`src/rtl/fc_layer_sequencer.sv`:
```
// Sequences one fully-connected layer pass: issues weight-ROM beats neuron-major,
// tracks them through the MAC/adder-tree latency and accumulates saturated neuron sums.
module fc_layer_sequencer #(
    parameter int DATA_WIDTH = 16,
    parameter int INPUT_MAP  = 400,
    parameter int OUTPUT_MAP = 120,
    parameter int READ_SET   = 16,
    parameter int WEIGHT_LAT = 1,
    parameter int DP_LAT     = 5,
    parameter int PSUM_W     = 21,
    parameter int ACC_W      = 26
) (
    input  logic                  clk,
    input  logic                  rst_n,
    input  logic                  start,
    output logic                  busy,
    output logic                  done,
    output logic                  weight_rd_en,
    output logic [11:0]           weight_addr,
    output logic [4:0]            in_chunk_sel,
    input  logic [PSUM_W-1:0]     psum_in,
    output logic                  result_valid,
    output logic [DATA_WIDTH-1:0] result_data,
    output logic [6:0]            result_index
);
    localparam int CHUNKS = INPUT_MAP / READ_SET;
    localparam int STAGES = WEIGHT_LAT + DP_LAT;
    localparam logic signed [ACC_W-1:0] SAT_MAX = ACC_W'((64'sd1 <<< (DATA_WIDTH-1)) - 64'sd1);
    localparam logic signed [ACC_W-1:0] SAT_MIN = -SAT_MAX - ACC_W'(1);

    typedef enum logic [1:0] {IDLE, ISSUE, DRAIN, DONE} state_t;

    typedef struct packed {
        logic       first;
        logic       last;
        logic [6:0] neuron;
        logic [4:0] chunk;
    } beat_t;

    state_t                   state;
    logic [STAGES:0]          vld_pipe;
    beat_t                    beat_pipe [STAGES:0];
    logic [4:0]               chunk_cnt;
    logic [6:0]               neuron_cnt;
    logic [11:0]              addr_cnt;
    logic                     final_issued;
    logic signed [ACC_W-1:0]  acc;

    logic                     issue;
    logic                     is_final;
    logic                     chunk_wrap;
    logic signed [ACC_W-1:0]  psum_ext;
    logic signed [ACC_W-1:0]  acc_sum;
    logic [DATA_WIDTH-1:0]    sat_data;

    always_comb begin
        chunk_wrap = (chunk_cnt == 5'(CHUNKS-1));
        is_final   = chunk_wrap && (neuron_cnt == 7'(OUTPUT_MAP-1));
        issue      = ((state == IDLE) && start) || ((state == ISSUE) && !final_issued);
        psum_ext   = {{(ACC_W-PSUM_W){psum_in[PSUM_W-1]}}, psum_in};
        acc_sum    = (beat_pipe[STAGES].first ? '0 : acc) + psum_ext;
        if (acc_sum > SAT_MAX)
            sat_data = {1'b0, {(DATA_WIDTH-1){1'b1}}};
        else if (acc_sum < SAT_MIN)
            sat_data = {1'b1, {(DATA_WIDTH-1){1'b0}}};
        else
            sat_data = acc_sum[DATA_WIDTH-1:0];
    end

    // Pipe entries are zeroed when no beat is issued, so the chunk tap reads 0 for bubbles.
    assign in_chunk_sel = beat_pipe[WEIGHT_LAT].chunk;

    always_ff @(posedge clk) begin
        if (!rst_n) begin
            state        <= IDLE;
            busy         <= 1'b0;
            done         <= 1'b0;
            weight_rd_en <= 1'b0;
            weight_addr  <= '0;
            result_valid <= 1'b0;
            result_data  <= '0;
            result_index <= '0;
            vld_pipe     <= '0;
            chunk_cnt    <= '0;
            neuron_cnt   <= '0;
            addr_cnt     <= '0;
            final_issued <= 1'b0;
            acc          <= '0;
            for (int i = 0; i <= STAGES; i++) beat_pipe[i] <= '0;
        end else begin
            vld_pipe <= {vld_pipe[STAGES-1:0], issue};
            for (int i = 1; i <= STAGES; i++) beat_pipe[i] <= beat_pipe[i-1];

            if (issue) begin
                weight_rd_en <= 1'b1;
                weight_addr  <= addr_cnt;
                addr_cnt     <= addr_cnt + 12'd1;
                final_issued <= is_final;
                beat_pipe[0] <= '{first: (chunk_cnt == 5'd0), last: chunk_wrap,
                                  neuron: neuron_cnt, chunk: chunk_cnt};
                if (chunk_wrap) begin
                    chunk_cnt  <= '0;
                    neuron_cnt <= neuron_cnt + 7'd1;
                end else begin
                    chunk_cnt  <= chunk_cnt + 5'd1;
                end
            end else begin
                weight_rd_en <= 1'b0;
                weight_addr  <= '0;
                beat_pipe[0] <= '0;
            end

            result_valid <= 1'b0;
            if (vld_pipe[STAGES]) begin
                acc <= acc_sum;
                if (beat_pipe[STAGES].last) begin
                    result_valid <= 1'b1;
                    result_index <= beat_pipe[STAGES].neuron;
                    result_data  <= sat_data;
                end
            end

            case (state)
                IDLE: begin
                    done <= 1'b0;
                    if (start) begin
                        state <= ISSUE;
                        busy  <= 1'b1;
                    end
                end
                ISSUE: begin
                    if (final_issued) begin
                        state        <= DRAIN;
                        chunk_cnt    <= '0;
                        neuron_cnt   <= '0;
                        addr_cnt     <= '0;
                        final_issued <= 1'b0;
                    end
                end
                DRAIN: begin
                    // Final neuron's result is on the outputs and nothing is left in flight.
                    if (vld_pipe == '0 && result_valid && result_index == 7'(OUTPUT_MAP-1)) begin
                        state <= DONE;
                        done  <= 1'b1;
                    end
                end
                default: begin
                    state <= IDLE;
                    done  <= 1'b0;
                    busy  <= 1'b0;
                end
            endcase
        end
    end
endmodule

```
`config.mk`:
```
export PLATFORM = sky130hd
export DESIGN_NAME = fc_layer_sequencer
export DESIGN_NICKNAME = d
export VERILOG_FILES = /design/src/rtl/fc_layer_sequencer.sv
export SDC_FILE = /design/constraint.sdc
export NUM_CORES = 1
export LEC_CHECK = 0
export CAP_MARGIN = 20
export CELL_PAD_IN_SITES_DETAIL_PLACEMENT = 1
export CELL_PAD_IN_SITES_GLOBAL_PLACEMENT = 1
export CORE_MARGIN = 10
export CORE_UTILIZATION = 44
export CTS_BUF_LIST = sky130_fd_sc_hd__clkbuf_16
export CTS_CLUSTER_SIZE = 8
export DETAILED_ROUTE_END_ITERATION = 6
export PLACE_DENSITY_LB_ADDON = 0.05
export SETUP_SLACK_MARGIN = 0.02
export SKIP_CTS_REPAIR_TIMING = 1
export SLEW_MARGIN = 20
export SYNTH_ARGS = -nofsm -noshare
export SYNTH_HDL_FRONTEND = slang
export SYNTH_SLANG_ARGS = --single-unit
```
`constraint.sdc`:
```
create_clock -name clk -period 4.2 [get_ports clk]
set_clock_uncertainty 0.15 [all_clocks]
set_input_delay 0.42 -clock clk [delete_from_list [all_inputs] [get_ports clk]]
set_output_delay 0.42 -clock clk [all_outputs]
set_load 0.01 [all_outputs]
```
---- Yosys cells after proc, flatten, opt, wreduce, memory -nomap -nowiden ----
Memories as Yosys holds them, arrays and structs flattened.
Cells that the tools add are included.
storage, ports and cells
  register bits ........................... 99
  memory bits (writable) .................. 98
  word-level logic and storage cells ...... 98
  memories ................................ 1
memories
  name       words  bits a word  read ports  clocked after Yosys merged registers in  write ports  line  RTL
  beat_pipe  7      14           7           0                                        7            42    beat_t beat_pipe [STAGES:0];
operators by class
  $add $sub $neg .......................... 4
  order comparisons ....................... 2
  equality and inequality tests ........... 8
  muxes and demuxes ....................... 42
  bitwise operators ....................... 10
  reductions and logical operators ........ 17
operator list
  operator                                                                 number
  14-bit two-way mux                                                       8
  12-bit two-way mux                                                       3
  16-bit two-way mux                                                       2
  7-bit two-way mux                                                        4
  26-bit adder                                                             1
  26-bit by 16-bit > comparator with 1-bit output (second input constant)  1
  26-bit by 16-bit < comparator with 1-bit output (second input constant)  1
  26-bit two-way mux                                                       1
  5-bit two-way mux                                                        4
  7-bit == test (second input constant)                                    2
  1-bit two-way mux                                                        14
  12-bit by 1-bit adder with 12-bit output (second input constant)         1
  2-bit AND reduction                                                      5
  1-bit bitwise OR                                                         8
  7-bit by 1-bit adder with 7-bit output (second input constant)           1
  7-bit logical NOT                                                        1
  2-bit two-way mux                                                        3
  2-bit != test (second input constant)                                    3
  2-bit case mux with 3 select lines                                       1
  5-bit by 1-bit adder with 5-bit output (second input constant)           1
  5-bit == test (second input constant)                                    1
  1-bit logical AND                                                        5
  5-bit logical NOT                                                        1
  1-bit case mux with 2 select lines                                       2
  other kinds (8)                                                          9

---- Depth between registers and ports, before layout ----
Gate-level depths: netlist of the first run.
  depth after elaboration ................. 8
  gate-level depth with buffers ........... 16
  mapped depth without buffers ............ 14

---- Worst setup path before layout of the first run ----
OpenSTA, ideal clock, no wires.
  kind .................................... register to register
  from .................................... mem beat_pipe[6][13] (netlist bit)
  to ...................................... reg result_data[4]
  library setup time ...................... 0.066 ns
  arrival time ............................ 3.483 ns
  data required time ...................... 3.984 ns
  path slack .............................. 0.500 ns
  stages on the path, launching flop included .. 15
  buffers on the path ..................... 2
  period minus slack after synthesis ...... 3.700 ns
  cell sequence ........................... dfxtp_1 > clkbuf_1 > nor2b_1 > ha_1 > a21o_1 > o21bai_2 > a221oi_2 > o21ai_1 > a31oi_1 > xor2_1 > or4_4 > o31ai_4 > buf_6 > nand2_1 > a21oi_2
RTL lines
  item                    line  RTL
  start: declaration      42
  end signal: assignment  119   result_data <= sat_data;
  end: declaration        23    output logic [DATA_WIDTH-1:0] result_data,

==> impl_metrics.toml, run 1 <==
[flow_run]
cap_viol_max_count = 0

[cts]
clk-insertion-delay-late_ps = 430
cts.root.buffer_cell = "clkbuf_16"
number_of_cts_inserted_buffers = 17
cts.reportedPaths.clkPinSlew_ps = 70
cts_buffer_depth = 2
cts.htree.levels = 4
cts_sinks = 172
clock_tree_from_tritoncts = "yes"

[routing]
drtPass1Iterations = 4
detail_route.drc_violations = 0
ant_nets = 0
route.detailed.vias_per_inst = 5.16
dr_total_vias = 5481
wl_um = 17800
wire_per_inst_um = 16.7
drt-initial-drc-count = 188

[worst_setup_path]
worst_ep_required_time_ps = 4400
worst_path_max_delay_cell = "dfxtp_2"
cp_max_fo = 17
cell_type_with_the_highest_occurrence_count_on_the_critical_path = "nand2_1"
startpoint_type = "flop"
timing.critical_path.slowest_cell_delay_ps = 440
end_kind = "flop"
worst-setup-path-type = "reg2reg"
path_cells = "buf_6, nor2b_1, ha_1, nand3_1, or3_1, a211oi_1, nor3_1, xnor2_1, nand2_1, or4_4, o31ai_4, buf_12, nand2_1, a21oi_2"
critPathArrivalTime_ps = 4180

[layout]
antennaDiodeCount = 0
layout_stage_area_growth_over_the_synthesis_result_pct = 19.4
final_core_util = 0.533
n_fill_cell = 1872
fin_nets = 887
commonest_non_fill_non_tap_cell_in_the_layout = "dfxtp_1"
number_of_non_filler_instances_in_the_completed_layout = 1063
drive_above_1_share = 0.0771
finish.instance_area_mm2 = 0.00877
most_used_cells_in_the_layout_excluding_fill_and_tap_cells = "dfxtp_1 (171), and2_1 (76), nand2_1 (67)"

[synthesis]
yosys_warning_total = 0
syn_nets = 830
synth_edf_count = 0
synth_seq_area_share = 0.469
synthTopCellsByArea = "dfxtp_1 (47%), and2_1 (6.5%), ha_1 (5.5%)"
synth_cells = 773
synth-seq-cells = 172
postSynth.topFlopCell = "dfxtp_1"
post_synth_num_cell_types = 57
synth.avg_cell_area_um2 = 9.50
netlist.area_leader.share = 0.469
async_flop_share = 0
synth_largest_area_cell = "dfxtp_1"
synthesized_cell_area_mm2 = 0.00735

[status]
status = "complete, no violations"

[floorplanning]
core_region_area_mm2 = 0.0165
floorplan.die.width_um = 149
placement_rows = 47
die-area_mm2 = 0.0223
floorplan.initialDensity = 0.446
die_y_um = 149
io_pins = 68

[timing]
setup_viol_count_final = 0
final_max_slew_viol_count = 0
worst-slew-pin-transition_ps = 961
fin_crit_ps = 3980
rsz_0062_raised_after_global_routing = "no"
max-slew-margin-rel = 0.359
part_of_the_cycle_the_worst_path_needs = 0.948
fmax_ghz = 0.251
timing_hold_violations_final = 0

[grt]
initial_antenna_violation_count = 0
first_global_vias = 5741
first_pass_grt_wire_length_um = 29000
grt_start_max_net_pins = 127
globalRoute.totalOverflow = 0
grt.total_usage = 0.162

[power_and_ir_drop]
leakagePower_uw = 0.00363
fin_total_pwr_uw = 3600
power_density_relative_to_cell_area_mw_per_mm2 = 411
vdd.ir_drop.worst_mv = 0.296

[placed_design]
detailed_place.area_mm2 = 0.00822
global_placer_s_final_weighted_congestion = 0.836
post-dp-hpwl_um = 12700
dpl.cell_count = 1031
placement.io_buffers = 67

[hold_path]
hold_class = "in2reg"
-- routing by layer --
layer,global-route usage,part of all wire,up-vias
li1,-,-,2734
met1,0.189,0.45,2662
met2,0.284,0.50,64
met3,0.0397,0.036,21
met4,0.0510,0.013,0
met5,0,0,-
-- flip-flops by register name, indices dropped and copies added (netlist names), 2 cells and up --
signal        count
state             2
neuron_cnt        7
weight_addr      12
beat_pipe        73
chunk_cnt         5
vld_pipe          7
result_index      7
addr_cnt         12
result_data      16
acc              26
-- kinds of logic after synthesis --
group	after synthesis	share of synthesized area
simple gates	311	0.231
flops	172	0.469
compound gates	132	0.125
buf+inv	59	0.0347
xor+xnor	42	0.0501
fa+ha+maj	33	0.0572
mux	24	0.0329
-- cell usage after synthesis, drive strengths merged, types with 4 or more instances --
cell / instances
a211oi: 6
a21boi: 8
a21o: 12
a21oi: 44
a31oi: 4
and2: 76
and3: 30
and4: 5
buf: 12
clkbuf: 31
dfxtp: 172
ha: 32
inv: 16
mux2i: 23
nand2: 67
nand2b: 4
nand3: 10
nand4: 11
nor2: 40
nor2b: 47
nor3: 7
o211a: 5
o21ai: 29
o21bai: 4
or3: 4
xnor2: 15
xor2: 27
-- report_power, final --
group	switching (uW)	internal [uW]
Sequential	39.7	1690
Clock	674	767
Combinational	255	175
-- path summary, 6_finish.rpt --
path	startpoint	end	slack [ps]	depth (start not counted)
min	rst_n	beat_pipe[1][3]	260	2
min reg2reg	beat_pipe[0][13]	beat_pipe[1][13]	280	1
max reg2reg	beat_pipe[6][13]	result_data[14]	220	14
max	beat_pipe[6][13]	result_data[14]	220	14
-- area by class of cell --
type / instances / area (um^2) / area share
clock inverters: 15 / 119 / 0.0136
flip-flops and latches: 172 / 3440 / 0.393
multi-input cells: 542 / 3650 / 0.416
well taps: 220 / 275 / 0.0314
inverters: 16 / 60.1 / 0.00685
repair buffers: 81 / 800 / 0.0912
clock buffers: 17 / 425 / 0.0485
-- through the flow --
| stage | hold slack [ps] | setup WS (ps) | TNS, ps |
|---|---|---|---|
| finish | 264 | 220 | 0 |
| global route | 291 | 13.5 | 0 |
| CTS | 255 | 60.7 | 0 |
| detailed placement | 270 | -11.9 | -27.7 |
| global placement | 264 | 68.7 | 0 |
| floorplan | 262 | 500 | 0 |
-- worst max-delay path, delay by kind of cell (launching register included) --
family	cells	cell delay (ps)
simple gates	7	1370
fa+ha+maj	1	430
flops	1	440
compound gates	3	820
xor+xnor	1	290
buf+inv	2	400
Power figures use the tool's default switching activity.
==> run 2: changes to the inputs <==
--- a/config.mk
+++ b/config.mk
@@ -5,11 +5,12 @@
 export SDC_FILE = /design/constraint.sdc
 export NUM_CORES = 1
 export LEC_CHECK = 0
+export ABC_AREA = 1
 export CAP_MARGIN = 20
 export CELL_PAD_IN_SITES_DETAIL_PLACEMENT = 1
 export CELL_PAD_IN_SITES_GLOBAL_PLACEMENT = 1
 export CORE_MARGIN = 10
-export CORE_UTILIZATION = 44
+export CORE_UTILIZATION = 42
 export CTS_BUF_LIST = sky130_fd_sc_hd__clkbuf_16
 export CTS_CLUSTER_SIZE = 8
 export DETAILED_ROUTE_END_ITERATION = 6
==> run 2 against run 1 <==
Total power rose by 5.5%. Fmax rose by 14%. Synthesized cell count rose by 46%. Sequential power barely moved. Flip-flop and latch count did not move. Synthesized area rose by 9.5%. Wire length rose by 19%. Non-clock buffer count fell by 9. Via count rose by 26%. Critical path type unchanged. Highest routed layer unchanged.
==> impl_metrics.toml, run 2 <==
[worst_setup_path]
end_kind = "flop"
timing.critical_path.slowest_cell_delay_ps = 500
path_cells = "buf_4, inv_1, nand2_1, inv_1, ha_1, nand2_1, nand2_1, and2_1, nand2_1, nand2_1, nand2_1, nand3_1, nand2_1, nand2_1, nand2_1, nor2_1, nand2_1, a21oi_4, a21oi_1"
critPathArrivalTime_ps = 3630
cp_max_fo = 25
worst-setup-path-type = "reg2reg"
worst_path_max_delay_cell = "a21oi_4"
worst_ep_required_time_ps = 4330
startpoint_type = "flop"
cell_type_with_the_highest_occurrence_count_on_the_critical_path = "nand2_1"

[synthesis]
yosys.area_share.xor_xnor = 0.0208
yosys_warning_total = 0
synth_largest_area_cell = "dfxtp_1"
synthTopCellsByArea = "dfxtp_1 (43%), nand2_1 (12%), inv_1 (11%)"
synth-seq-cells = 172
synth_cells = 1128
most_common_cell_in_the_netlist = "nand2_1"
post_synth_num_cell_types = 42
syn_nets = 1185
postSynth.topFlopCell = "dfxtp_1"
synth_edf_count = 0
async_flop_share = 0
synth_commonest_cells = "nand2_1 (256), inv_1 (226), dfxtp_1 (172)"
synthesized_cell_area_mm2 = 0.00805
synth.area.mux_share = 0
synth_seq_area_share = 0.428
synth_compound_area_frac = 0.108
main_combinational_cell_family_by_area_after_synthesis = "simple AND/OR/NAND/NOR gates"
netlist.area_leader.share = 0.428
synth_simple_gate_area_frac = 0.260
post_synth_fa_ha_maj_area_fraction = 0.0522
synth.avg_cell_area_um2 = 7.13

[power_and_ir_drop]
sequentialPowerShare = 0.455
comb_power_share = 0.129
intPower_uw = 2710
leakagePower_uw = 0.00477
power_density_relative_to_cell_area_mw_per_mm2 = 401
vdd.ir_drop.worst_mv = 0.301
clock_power_share = 0.416
p_sw_frac = 0.287
net_switching_power_of_the_design_uw = 1090

[timing]
rsz_0062_raised_after_global_routing = "no"
timing_hold_violations_final = 0
fmax_ghz = 0.285
max-slew-margin-rel = 0.434
final_max_slew_viol_count = 0
fin_setup_tns_ps = 0
part_of_the_cycle_the_worst_path_needs = 0.834
setup_viol_count_final = 0
finalWorstSetupSlack_ps = 697
fin_crit_ps = 3500
worst-slew-pin-transition_ps = 849

[status]
status = "complete, no violations"

[layout]
fin_nets = 1242
antennaDiodeCount = 0
commonest_non_fill_non_tap_cell_in_the_layout = "nand2_1"
largest_reg_flops = 73
n_fill_cell = 2395
registers_with_the_highest_flip_flop_counts = "beat_pipe: 73 flops, acc: 26 flops, result_data: 16 flops"
area_used_by_multi_input_combinational_logic_mm2 = 0.00355
drive_above_1_share = 0.0860
most_used_cells_in_the_layout_excluding_fill_and_tap_cells = "nand2_1 (256), inv_1 (226), dfxtp_1 (172)"
layout_stage_area_growth_over_the_synthesis_result_pct = 17.8
area.sequential_mm2 = 0.00344
top_register = "beat_pipe"

[grt]
grt.total_usage = 0.180
first_pass_grt_wire_length_um = 35900
first_global_vias = 7343
grt_start_max_net_pins = 93
globalRoute.totalOverflow = 0
initial_antenna_violation_count = 0

[routing]
ant_nets = 0
wl_um = 21200
dr_total_vias = 6906
detail_route.drc_violations = 0
drtPass1Iterations = 4
wire_per_inst_um = 14.8
drt-initial-drc-count = 290
route.detailed.vias_per_inst = 4.82

[floorplanning]
floorplan.die.width_um = 158
core_region_area_mm2 = 0.0188
die-area_mm2 = 0.0251
die_y_um = 158
floorplan.initialDensity = 0.429
placement_rows = 50
io_pins = 68

[cts]
number_of_cts_inserted_buffers = 17
clock_tree_from_tritoncts = "yes"
cts.htree.levels = 4
clk-insertion-delay-late_ps = 430
cts_buffer_depth = 2
cts.reportedPaths.clkPinSlew_ps = 70
cts.root.buffer_cell = "clkbuf_16"
cts_sinks = 172

[placed_design]
placement.io_buffers = 67
placement.setup.worst_slack_ps = 473
post-dp-hpwl_um = 15900
global_placer_s_final_weighted_congestion = 0.858

[hold_path]
hold_class = "reg2reg"

[flow_run]
cap_viol_max_count = 0
==> run 2: cell count changes in the layout (fill, tap and decap cells not counted), moves of 30 or more <==
cell     previous run  this run
nand2_1            67       256
a21oi_1            32        74
inv_1              18       226
and3_1             30         0
nor2_1             40       107
o21ai_0            27        61
nor2b_1            46         0
and2_1             76         3
==> run 2: power by group through the flow <==
stage	clock network [uW]	logic, uW	registers (uW)
after floorplan	0	330	1760
after CTS	1630	500	1730
final	1580	491	1730
after global placement	0	481	1760
after global routing	1700	563	1740
after detailed placement	0	491	1770
==> run 2: logic make-up (layout without fill, tap and decap cells) <==
| logic type | count (synthesis) | after routing |
|---|---|---|
| buf+inv | 268 | 338 |
| simple gates | 480 | 480 |
| fa+ha+maj | 33 | 33 |
| compound gates | 158 | 158 |
| flops | 172 | 172 |
| xor+xnor | 17 | 17 |
==> run 2: critical path, delay by kind of cell, from the launching register on <==
kind | cells | cell delay, ps
and+or+nand+nor | 13 | 1430
DFF | 1 | 310
AOI/OAI and AO/OA | 2 | 650
adders and majority gates | 1 | 300
buffers and inverters | 3 | 500
==> run 2: area by class of cell <==
class | count | share of cell area
clock inverters | 15 | 0.0193
clock buffers | 17 | 0.0449
multi-input cells | 688 | 0.375
well taps | 234 | 0.0309
repair buffers | 72 | 0.0742
inverters | 234 | 0.0927
flip-flops and latches | 172 | 0.363
==> run 2: final timing paths <==
kind	from	to	slack, ps	cells past startpoint
max	beat_pipe[6][13]	result_data[2]	700	19
max reg2reg	beat_pipe[6][13]	result_data[2]	700	19
min reg2reg	beat_pipe[4][6]	beat_pipe[5][6]	260	2
min	beat_pipe[4][6]	beat_pipe[5][6]	260	2
==> run 2: per-stage QoR <==
| stage | instance area [um^2] | hold WS, ps | total power (uW) | std cells | utilization |
|---|---|---|---|---|---|
| after detailed placement | 8870 | 249 | 2260 | 1400 | 0.472 |
| after CTS | 9480 | 272 | 3860 | 1432 | 0.505 |
| after global placement | 8870 | 242 | 2250 | 1400 | 0.472 |
| final | 9480 | 264 | 3800 | 1432 | 0.505 |
| after floorplan | 8050 | 240 | 2090 | 1128 | - |
| after global routing | 9480 | 282 | 4000 | 1432 | 0.505 |
==> run 2: layer usage <==
layer  track usage  vias to the layer above  wire length [um]
li1              -                     3552                 -
met2         0.338                       54             11400
met4        0.0490                        0               276
met3        0.0364                       21               564
met5             0                        -                 0
met1         0.200                     3279              9050
==> run 3: changes to the inputs <==
--- a/config.mk
+++ b/config.mk
@@ -10,7 +10,7 @@
 export CELL_PAD_IN_SITES_DETAIL_PLACEMENT = 1
 export CELL_PAD_IN_SITES_GLOBAL_PLACEMENT = 1
 export CORE_MARGIN = 10
-export CORE_UTILIZATION = 42
+export CORE_UTILIZATION = 38
 export CTS_BUF_LIST = sky130_fd_sc_hd__clkbuf_16
 export CTS_CLUSTER_SIZE = 8
 export DETAILED_ROUTE_END_ITERATION = 6
==> constraint.sdc (replaced) <==
create_clock -name clk -period 3.2 [get_ports clk]
set_clock_uncertainty 0.15 [all_clocks]
set_input_delay 0.32 -clock clk [delete_from_list [all_inputs] [get_ports clk]]
set_output_delay 0.32 -clock clk [all_outputs]
set_load 0.01 [all_outputs]
==> run 3 against run 2 <==
Register-to-register slack got worse by 500 ps. Wire length increased by 4.9%. Clock power up 39%. Count of clock-buffer cells in the layout did not move. First-iteration DRC count decreased by 22%. Cell count grew 4.5%. Non-clock buffer count increased by 22. Die area is 9.2% higher. Core utilization down 3.6 points. Hold slack lost 240 ps. Flip-flop and latch count is the same. Fmax up 17%. Critical endpoint is now result_data[6].
==> impl_metrics.toml, run 3 (synthesis results as in run 2) <==
[status]
status = "complete, no violations"

[cts]
clk-insertion-delay-late_ps = 440
cts.htree.levels = 4
cts_sinks = 172
cts.reportedPaths.clkPinSlew_ps = 70
cts_buffer_depth = 2
clock_tree_from_tritoncts = "yes"
number_of_cts_inserted_buffers = 17
cts.root.buffer_cell = "clkbuf_16"

[layout]
layout_stage_area_growth_over_the_synthesis_result_pct = 22.1
commonest_non_fill_non_tap_cell_in_the_layout = "nand2_1"
top_register = "beat_pipe"
largest_reg_flops = 73
antennaDiodeCount = 0
most_used_cells_in_the_layout_excluding_fill_and_tap_cells = "nand2_1 (253), inv_1 (226), dfxtp_1 (171)"
number_of_non_filler_instances_in_the_completed_layout = 1496
registers_with_the_highest_flip_flop_counts = "beat_pipe: 73 flops, acc: 26 flops, result_data: 16 flops"
drive_above_1_share = 0.115
fin_nets = 1265

[floorplanning]
die-area_mm2 = 0.0274
placement_rows = 53
core_region_area_mm2 = 0.0210
floorplan.initialDensity = 0.384
floorplan.die.width_um = 166
io_pins = 68
die_y_um = 166

[hold_path]
worstHoldStart = "rst_n"
whs_endpoint = "weight_rd_en"
hold_class = "in2reg"
worst_hold_path.num_cells = 3

[power_and_ir_drop]
leakagePower_uw = 0.00493
fin_total_pwr_uw = 5120
power_density_relative_to_cell_area_mw_per_mm2 = 522
vdd.ir_drop.worst_mv = 0.364

[timing]
rsz_0062_raised_after_global_routing = "no"
fin_setup_tns_ps = 0
worst-slew-pin-transition_ps = 857
part_of_the_cycle_the_worst_path_needs = 0.939
final_max_slew_viol_count = 0
max-slew-margin-rel = 0.429
fin_crit_ps = 3010
timing_hold_violations_final = 0
setup_viol_count_final = 0
fmax_ghz = 0.333
finalWorstSetupSlack_ps = 194

[routing]
route.detailed.vias_per_inst = 4.65
dr_total_vias = 6958
drtPass1Iterations = 4
met2WireLength_um = 11500
top_layer = "met4"
wire_per_inst_um = 14.9
wl_met3_um = 607
detail_route.drc_violations = 0
wl_um = 22300
ant_nets = 0
drt-met1-wl_um = 9770
drt-initial-drc-count = 225

[grt]
grt.total_usage = 0.168
grt_start_max_net_pins = 93
globalRoute.totalOverflow = 0
first_pass_grt_wire_length_um = 36600
first_global_vias = 7248
initial_antenna_violation_count = 0

[worst_setup_path]
cpLargestDelayFamily = "simple AND/OR/NAND/NOR gates"
worst_path_max_delay_cell = "dfxtp_2"
cp_max_fo = 13
critical_path.reg2reg.startpoint = "beat_pipe[6][13]"
critical_path_cell_count = 16
critical_path_buf_inv_count = 3
path_cells = "buf_12, nor2_1, ha_1, nand2_2, nor2_2, inv_2, nor2_1, nor2_1, nand2_2, nand3_2, nand2_4, xor2_4, inv_2, nand2_4, nand2_2, a21oi_2"
end_kind = "flop"
timing.critical_path.slowest_cell_delay_ps = 390
startpoint_type = "flop"
r2r-end = "result_data[6]"
worst_ep_required_time_ps = 3410
worstRegToRegCells = 16
critPathArrivalTime_ps = 3220
worst-setup-path-type = "reg2reg"
setup.reg_to_reg.worst_slack_ps = 190

[placed_design]
global_placer_s_final_weighted_congestion = 0.893
placement.setup.worst_slack_ps = -81.9
post-dp-hpwl_um = 16500
dpl.cell_count = 1461
placement.io_buffers = 67

[flow_run]
cap_viol_max_count = 0
run 3: changes by cell type in the layout (fill, tap and decap cells not counted), sizes merged:
cell and change:
buf +21, clkinvlp -2, clkbuf +1, clkinv +1, inv +1, nand2 +1
run 3: where the power goes:
part / total, uW / internal, uW / switching (uW)
Combinational: 670 / 231 / 439
Clock: 2190 / 1150 / 1040
Sequential: 2270 / 2220 / 48.7
run 3: per-layer routing:
metal | global-route usage | vias to the layer above
met2 | 0.306 | 73
met3 | 0.0342 | 20
li1 | - | 3598
met4 | 0.0491 | 0
met5 | 0 | -
met1 | 0.193 | 3267
run 3: area by class of cell:
type / instances / area, um^2
Timing Repair Buffer: 94 / 911
Sequential cell: 172 / 3440
Clock buffer: 17 / 425
Inverter: 234 / 878
Multi-Input combinational cell: 689 / 3600
Fill cell: 2691 / 11100
Tap cell: 275 / 344
Clock inverter: 15 / 215
run 3: stage by stage:
step	cell area [um^2]	hold WS, ps	utilization
floorplan	8050	240	-
global placement	9090	242	0.434
detailed placement	9090	251	0.434
CTS	9730	0.793	0.465
global route	9820	26.9	0.469
finish	9820	19.9	0.469
run 3: worst max path at each step:
stage	slack [ps]	start	endpoint
CTS	60	beat_pipe[6][13]	result_data[2]
floorplan	330	beat_pipe[6][13]	result_data[10]
detailed placement	-80	psum_in[0]	result_data[2]
global placement	-40	psum_in[0]	result_data[3]
global route	20	beat_pipe[6][13]	result_data[3]
finish	190	beat_pipe[6][13]	result_data[6]
run 3: worst reg2reg max path, delay by kind of cell, from the launching register on:
family	cells	cell delay [ps]
adders and majority gates	1	380
DFF	1	390
xor gates and xnor gates	1	230
buffers and inverters	3	370
and+or+nand+nor	10	1290
AOI/OAI and AO/OA	1	130
